$ cat src/rtl/execute_ctrl_pkg.sv
// Shared types for the execute-stage controller:
// forwarding selects, FSM states and scoreboard slots.
package exec_pkg;

  localparam int REG_AW = 3;

  typedef logic [1:0] fwd_t;

  localparam fwd_t FWD_RF    = 2'b00;
  localparam fwd_t FWD_EXMEM = 2'b01;
  localparam fwd_t FWD_MEMWB = 2'b10;

  typedef enum logic [1:0] {
    RUN  = 2'b00,
    LU   = 2'b01,
    HOLD = 2'b10
  } state_t;

  typedef struct packed {
    logic              valid;
    logic [REG_AW-1:0] rd;
    logic              rd_we;
    logic              is_load;
  } slot_t;

  localparam slot_t SLOT_NONE = '0;

endpackage

$ cat src/rtl/execute_ctrl_if.sv
// Decode/execute control bundle between the decode
// stage (master) and the execute controller (slave).
interface execute_ctrl_if;
  import exec_pkg::*;

  logic              id_valid;
  logic [REG_AW-1:0] id_rs1;
  logic [REG_AW-1:0] id_rs2;
  logic              id_use_rs1;
  logic              id_use_rs2;
  logic [REG_AW-1:0] id_rd;
  logic              id_rd_we;
  logic              id_is_load;
  logic              id_sets_flags;
  logic              mem_busy;
  logic              id_stall;
  logic              pipe_en;
  logic              ex_valid;
  fwd_t              ex_fwd_a;
  fwd_t              ex_fwd_b;
  logic              ex_flags_we;

  modport master (
    output id_valid, id_rs1, id_rs2,
    output id_use_rs1, id_use_rs2,
    output id_rd, id_rd_we, id_is_load,
    output id_sets_flags, mem_busy,
    input  id_stall, pipe_en, ex_valid,
    input  ex_fwd_a, ex_fwd_b, ex_flags_we
  );

  modport slave (
    input  id_valid, id_rs1, id_rs2,
    input  id_use_rs1, id_use_rs2,
    input  id_rd, id_rd_we, id_is_load,
    input  id_sets_flags, mem_busy,
    output id_stall, pipe_en, ex_valid,
    output ex_fwd_a, ex_fwd_b, ex_flags_we
  );

endinterface

$ cat src/rtl/execute_ctrl_fwd_select.sv
// Per-operand forwarding priority: the nearest
// producer wins; unused sources read the register file.
module fwd_select
  import exec_pkg::*;
(
  input  logic              en,
  input  logic [REG_AW-1:0] rs,
  input  slot_t             ex,
  input  logic              mem_valid,
  input  logic [REG_AW-1:0] mem_rd,
  input  logic              mem_rd_we,
  output fwd_t              sel
);

  logic ex_hit;
  logic mem_hit;

  // A load in EX never forwards; the hazard logic stalls instead.
  assign ex_hit = ex.valid & ex.rd_we
                & (ex.rd == rs) & !ex.is_load;
  assign mem_hit = mem_valid & mem_rd_we
                 & (mem_rd == rs);

  always_comb begin
    sel = FWD_RF;
    unique case (1'b1)
      (en & ex_hit):            sel = FWD_EXMEM;
      (en & !ex_hit & mem_hit): sel = FWD_MEMWB;
      default:                  sel = FWD_RF;
    endcase
  end

endmodule

$ cat src/rtl/execute_ctrl.sv
// Execute-stage issue, hazard and forwarding control:
// scoreboard of in-flight writers, load-use bubbles, flag gating.
module execute_ctrl
  import exec_pkg::*;
(
  input logic           clk,
  input logic           rst,
  execute_ctrl_if.slave bus
);

  slot_t  s_ex;
  slot_t  s_mem;
  slot_t  s_wb;
  logic   ex_sets_flags;
  fwd_t   fwd_a;
  fwd_t   fwd_b;
  fwd_t   nxt_a;
  fwd_t   nxt_b;
  state_t state;
  logic   lu;
  logic   accept;
  logic   unused;

  assign lu = bus.id_valid & s_ex.valid
            & s_ex.is_load & s_ex.rd_we
            & ((bus.id_use_rs1 & (bus.id_rs1 == s_ex.rd))
             | (bus.id_use_rs2 & (bus.id_rs2 == s_ex.rd)));

  assign bus.pipe_en  = !bus.mem_busy;
  assign bus.id_stall = !rst & (bus.mem_busy | lu);
  assign accept       = bus.id_valid & !bus.id_stall;

  fwd_select u_fwd_a (
    .en        (bus.id_use_rs1),
    .rs        (bus.id_rs1),
    .ex        (s_ex),
    .mem_valid (s_mem.valid),
    .mem_rd    (s_mem.rd),
    .mem_rd_we (s_mem.rd_we),
    .sel       (nxt_a)
  );

  fwd_select u_fwd_b (
    .en        (bus.id_use_rs2),
    .rs        (bus.id_rs2),
    .ex        (s_ex),
    .mem_valid (s_mem.valid),
    .mem_rd    (s_mem.rd),
    .mem_rd_we (s_mem.rd_we),
    .sel       (nxt_b)
  );

  always_ff @(posedge clk or posedge rst) begin
    if (rst) begin
      s_ex          <= SLOT_NONE;
      s_mem         <= SLOT_NONE;
      s_wb          <= SLOT_NONE;
      ex_sets_flags <= 1'b0;
      fwd_a         <= FWD_RF;
      fwd_b         <= FWD_RF;
      state         <= RUN;
    end else begin
      if (bus.pipe_en) begin
        s_wb  <= s_mem;
        s_mem <= s_ex;
        if (accept) begin
          s_ex <= '{1'b1, bus.id_rd,
                    bus.id_rd_we, bus.id_is_load};
          ex_sets_flags <= bus.id_sets_flags;
          fwd_a         <= nxt_a;
          fwd_b         <= nxt_b;
        end else begin
          s_ex          <= SLOT_NONE;
          ex_sets_flags <= 1'b0;
          fwd_a         <= FWD_RF;
          fwd_b         <= FWD_RF;
        end
      end
      unique case (state)
        RUN: begin
          if (bus.mem_busy)  state <= HOLD;
          else if (lu)       state <= LU;
        end
        LU: begin
          if (bus.mem_busy)  state <= HOLD;
          else               state <= RUN;
        end
        HOLD: begin
          if (!bus.mem_busy) state <= RUN;
        end
        default:             state <= RUN;
      endcase
    end
  end

  assign bus.ex_valid    = s_ex.valid;
  assign bus.ex_fwd_a    = fwd_a;
  assign bus.ex_fwd_b    = fwd_b;
  assign bus.ex_flags_we = s_ex.valid & ex_sets_flags
                         & bus.pipe_en;

  // MEM/WB writers are served by the write-before-read register file.
  assign unused = ^{s_wb};

endmodule

$ cat src/flat_wrapper.sv
// flat-port wrapper written by rule: the top's interface ports become plain ports
module execute_ctrl_flat import exec_pkg::*;
  (clk, rst, bus_id_valid, bus_id_rs1, bus_id_rs2, bus_id_use_rs1, bus_id_use_rs2, bus_id_rd, bus_id_rd_we, bus_id_is_load, bus_id_sets_flags, bus_mem_busy, bus_id_stall, bus_pipe_en, bus_ex_valid, bus_ex_fwd_a, bus_ex_fwd_b, bus_ex_flags_we);
  execute_ctrl_if bus_i ();
  input logic clk;
  input logic rst;
  input wire logic [$bits(bus_i.id_valid)-1:0] bus_id_valid;
  input wire logic [$bits(bus_i.id_rs1)-1:0] bus_id_rs1;
  input wire logic [$bits(bus_i.id_rs2)-1:0] bus_id_rs2;
  input wire logic [$bits(bus_i.id_use_rs1)-1:0] bus_id_use_rs1;
  input wire logic [$bits(bus_i.id_use_rs2)-1:0] bus_id_use_rs2;
  input wire logic [$bits(bus_i.id_rd)-1:0] bus_id_rd;
  input wire logic [$bits(bus_i.id_rd_we)-1:0] bus_id_rd_we;
  input wire logic [$bits(bus_i.id_is_load)-1:0] bus_id_is_load;
  input wire logic [$bits(bus_i.id_sets_flags)-1:0] bus_id_sets_flags;
  input wire logic [$bits(bus_i.mem_busy)-1:0] bus_mem_busy;
  output wire logic [$bits(bus_i.id_stall)-1:0] bus_id_stall;
  output wire logic [$bits(bus_i.pipe_en)-1:0] bus_pipe_en;
  output wire logic [$bits(bus_i.ex_valid)-1:0] bus_ex_valid;
  output wire logic [$bits(bus_i.ex_fwd_a)-1:0] bus_ex_fwd_a;
  output wire logic [$bits(bus_i.ex_fwd_b)-1:0] bus_ex_fwd_b;
  output wire logic [$bits(bus_i.ex_flags_we)-1:0] bus_ex_flags_we;
  assign bus_i.id_valid = bus_id_valid;
  assign bus_i.id_rs1 = bus_id_rs1;
  assign bus_i.id_rs2 = bus_id_rs2;
  assign bus_i.id_use_rs1 = bus_id_use_rs1;
  assign bus_i.id_use_rs2 = bus_id_use_rs2;
  assign bus_i.id_rd = bus_id_rd;
  assign bus_i.id_rd_we = bus_id_rd_we;
  assign bus_i.id_is_load = bus_id_is_load;
  assign bus_i.id_sets_flags = bus_id_sets_flags;
  assign bus_i.mem_busy = bus_mem_busy;
  assign bus_id_stall = bus_i.id_stall;
  assign bus_pipe_en = bus_i.pipe_en;
  assign bus_ex_valid = bus_i.ex_valid;
  assign bus_ex_fwd_a = bus_i.ex_fwd_a;
  assign bus_ex_fwd_b = bus_i.ex_fwd_b;
  assign bus_ex_flags_we = bus_i.ex_flags_we;
  execute_ctrl u_core (.clk(clk), .rst(rst), .bus(bus_i));
endmodule
$ cat config.mk
export PLATFORM = sky130hd
export DESIGN_NAME = execute_ctrl_flat
export DESIGN_NICKNAME = d
export VERILOG_FILES = /design/src/rtl/execute_ctrl_pkg.sv /design/src/rtl/execute_ctrl_if.sv /design/src/rtl/execute_ctrl_fwd_select.sv /design/src/rtl/execute_ctrl.sv /design/src/flat_wrapper.sv
export SDC_FILE = /design/constraint.sdc
export NUM_CORES = 1
export LEC_CHECK = 0
export ABC_CLOCK_PERIOD_IN_PS = 2100
export CAP_MARGIN = 40
export CORE_UTILIZATION = 40
export CTS_CLUSTER_DIAMETER = 100
export CTS_CLUSTER_SIZE = 40
export DETAILED_ROUTE_END_ITERATION = 8
export GPL_TIMING_DRIVEN = 0
export HOLD_SLACK_MARGIN = 0.02
export PLACE_DENSITY = 0.77
export SLEW_MARGIN = 0
export SYNTH_ARGS = -nofsm -noshare
export SYNTH_HDL_FRONTEND = slang
export SYNTH_SLANG_ARGS = --single-unit
$ cat constraint.sdc
create_clock -name clk -period 2.1 [get_ports clk]
set_input_delay 0.21 -clock clk [delete_from_list [all_inputs] [get_ports clk]]
set_output_delay 0.21 -clock clk [all_outputs]
set_load 0.05 [all_outputs]
==> results of run 1 <==
-- layer usage --
layer	share of wire (%)	track usage, %	vias to the layer above	wire [um]
li1	-	-	320	-
met1	46	24.8	318	826
met2	50	34.7	14	902
met3	3.1	3.46	2	55
met4	0.67	6.86	0	12
met5	0	0	-	0
-- power by group through the flow --
| stage | clock network, W | registers [W] | logic [W] |
|---|---|---|---|
| 2_1_floorplan | 0 | 0.000359 | 0.0000820 |
| 3_3_place_gp | 0 | 0.000357 | 0.000142 |
| 3_5_place_dp | 0 | 0.000357 | 0.000147 |
| 4_1_cts | 0.000163 | 0.000352 | 0.000155 |
| 5_1_grt | 0.000175 | 0.000356 | 0.000178 |
| 6_report | 0.000157 | 0.000352 | 0.000164 |
-- sequential cells by signal, summed over array words and instances (netlist names) --
name	flops
u_core.s_ex	5
u_core.ex_sets_flags	1
u_core.s_mem	5
u_core.bus.ex_fwd_b	2
u_core.bus.ex_valid	1
u_core.bus.ex_fwd_a	2
-- cell usage in the layout, fill, tap and decap left out, drive strengths merged --
master,n
xnor2,8
a32o,8
a31oi,2
nand4,2
nor2,3
nand3,1
nand2,4
nand4bb,2
a2111o,1
a211o,1
xor2,4
a21oi,1
inv,3
o21ai,2
mux2,5
and3,2
a22o,1
dfrtp,16
clkbuf,4
buf,4
nor2b,1
clkdlybuf4s50,23
-- metrics by stage --
step           setup slack, ns  instances  total power, W  hold WS [ns]  TNS (ns)
6_report                0.0892        123        0.000674         0.376         0
5_1_grt                 0.0113        123        0.000709         0.433         0
4_1_cts                0.00812        123        0.000669         0.377         0
3_5_place_dp            -0.550        120        0.000504         0.476    -0.550
3_3_place_gp            -0.476        120        0.000499         0.468    -0.476
2_1_floorplan           0.0106         71        0.000442         0.124         0
-- critical path: cells and delay by family, from the launching register on --
kind | cells | cell delay [ns]
xor+xnor | 1 | 0.19
buf+inv | 1 | 0.17
simple gates | 1 | 0.25
flops | 1 | 0.43
compound gates | 2 | 0.48
-- how the worst max path moves through the flow --
stage | from | to | slack, ns
after floorplan | u_core.s_ex[2]$_DFFE_PP0N_ | bus_id_stall | 0.01
after global placement | bus_id_rs1[0] | bus_id_stall | -0.48
after detailed placement | bus_id_rs2[0] | bus_id_stall | -0.55
after CTS | u_core.s_ex[2]$_DFFE_PP0N_ | bus_id_stall | 0.008
after global routing | u_core.s_ex[3]$_DFFE_PP0N_ | bus_id_stall | 0.01
final | u_core.s_ex[3]$_DFFE_PP0N_ | bus_id_stall | 0.09
-- logic make-up (layout without fill, tap and decap cells) --
| kind of cell | after synthesis | after routing |
|---|---|---|
| multiplexers | 5 | 5 |
| AND/OR/NAND/NOR | 15 | 15 |
| flip-flops | 16 | 16 |
| XOR/XNOR | 12 | 12 |
| AO/OA/AOI/OAI | 16 | 16 |
| buffers and inverters | 7 | 34 |
-- what timing repair did --
item	CTS	global route
pin swaps	0	4
resized for setup	8	5
setup endpoints to repair	1	1
buffers inserted	0	0
-- layout make-up --
class | instances | area [um^2] | area share [%]
buffer | 4 | 22.5 | 1.93
sequential | 16 | 402 | 34.5
timing repair buffer | 24 | 241 | 20.7
tap | 25 | 31.3 | 2.69
inverter | 3 | 11.3 | 0.967
clock buffer | 3 | 22.5 | 1.93
multi-input combinational | 48 | 434 | 37.3
==> results.cfg, run 1 <==
[status]
status = complete, no violations

[pwr]
power_switching_w = 0.000188
pwr-share-clk_pct = 23.3
share_comb_of_total_power_pct = 24.4
power_density_mw_per_mm2 = 578
seq_power_share_pct = 52.3
ir_worst_vdd_uv = 467
p_int_w = 0.000485
switching_share_pct = 28.0
power_leakage_nw = 0.478

[yosys]
yosys.area_share.simple_pct = 10.4
synth_cell_types = 22
syn_inst = 71
netlist_top_cells_area = dfrtp_1, a32o_1, xnor2_1, mux2_1, xor2_1
synth.area.mux_share_pct = 6.89
ys_warn_count = 0
synthFlopType = dfrtp_1
synth_edf_count = 0
synth_top_family_by_area = compound AO/OA/AOI/OAI gates
ys_seq_area_share_pct = 49.0
synth_fa_ha_area_share_pct = 0
yosysMostFrequentCell = dfrtp_1
synth_common_cells = dfrtp_1, a32o_1, xnor2_1
synth_area_um2 = 817
synth_xor_area_share_pct = 12.9
post-synth-top-area-fraction_pct = 49.0
synth_compound_area_share_pct = 16.7
synth_top_cell_by_area = dfrtp_1
ys_ff_latch = 16
syn_avg_cell_area_um2 = 11.5
synth-async-reset-ratio_pct = 100
synth_nets = 89

[route]
wl_mm = 1.80
drcViolationCount = 0
routed-via-count = 654
antenna_left = 0
firstDrtPassIters = 4
vias_per_cell = 5.32
routedWlPerCell_um = 14.6
drtIter0Drc = 13

[place]
dp_hpwl_mm = 1.35
port_buffers = 24
place_area_mm2 = 0.00109
gp_congestion = 0.750

[critical_path]
crit_path_end_kind = output pin
crit_chain = xor2_1, nand4bb_4, a211o_1, a21oi_2, buf_6
cp.required_ns = 1.89
critPathMaxStageDelay_ns = 0.43
slowest_stage = dfrtp_1
rr_worst_depth = 5
worstPathMaxFanout = 4
r2r-start = u_core.s_ex[4]$_DFFE_PP0N_
start_kind = register
worstPathArrival_ns = 1.80
path_class = reg -> out
ff2ff_setup_slack_ns = 0.27
timing.rr.end = u_core.s_ex[2]$_DFFE_PP0N_

[sta]
fin_skew_ns = 0.00527
final-setup-viol-count = 0
rsz0062_at_grt = no
min_period_ns = 2.01
slew_headroom_pct = 60.5
period_share_pct = 95.8
worstMarginPinSlew_ns = 0.592
max_freq_mhz = 497
slew_violations = 0
hold_viol = 0

[cts]
clockBufferDepth = 2
tritoncts = done
path_clk_slew_ns = 0.09
cts.sinks = 16
postCtsHoldBufs = 0
clockRootBuffer = clkbuf_4
clock_latency_ns = 0.28
htreeDepth = 1
cts_buffers = 3

[finish]
drive_gt1_share_pct = 11.2
nNetsFinal = 118
antenna_cells = 0
finish.utilization_pct = 64.0
areaGrowthSynthToFinish_pct = 42.6
nFillCells = 155
fin_area_mm2 = 0.00116

[global_route]
grt_util_all_layers_pct = 19.9
overflow = 0
grt_pass1_vias = 661
grt_pass1_wl_mm = 2.99
grt_max_degree = 17
antenna_found_initial = 0

[job]
max-cap-violations = 0

[hold_path]
hp-class = in -> async

[die]
die_w_um = 47.2
ios = 26
die_h_um = 47.2
core-area_mm2 = 0.00182
dieArea_mm2 = 0.00223
start_util_pct = 44.9
rows = 15
Note: power is estimated with default switching activity, not from simulation.
==> inputs of run 2 (changes only) <==
Settings changed: GPL_ROUTABILITY_DRIVEN from default to 1.
==> results of run 2 <==
The final DEF is identical to that of run 1; final timing and power are the same.
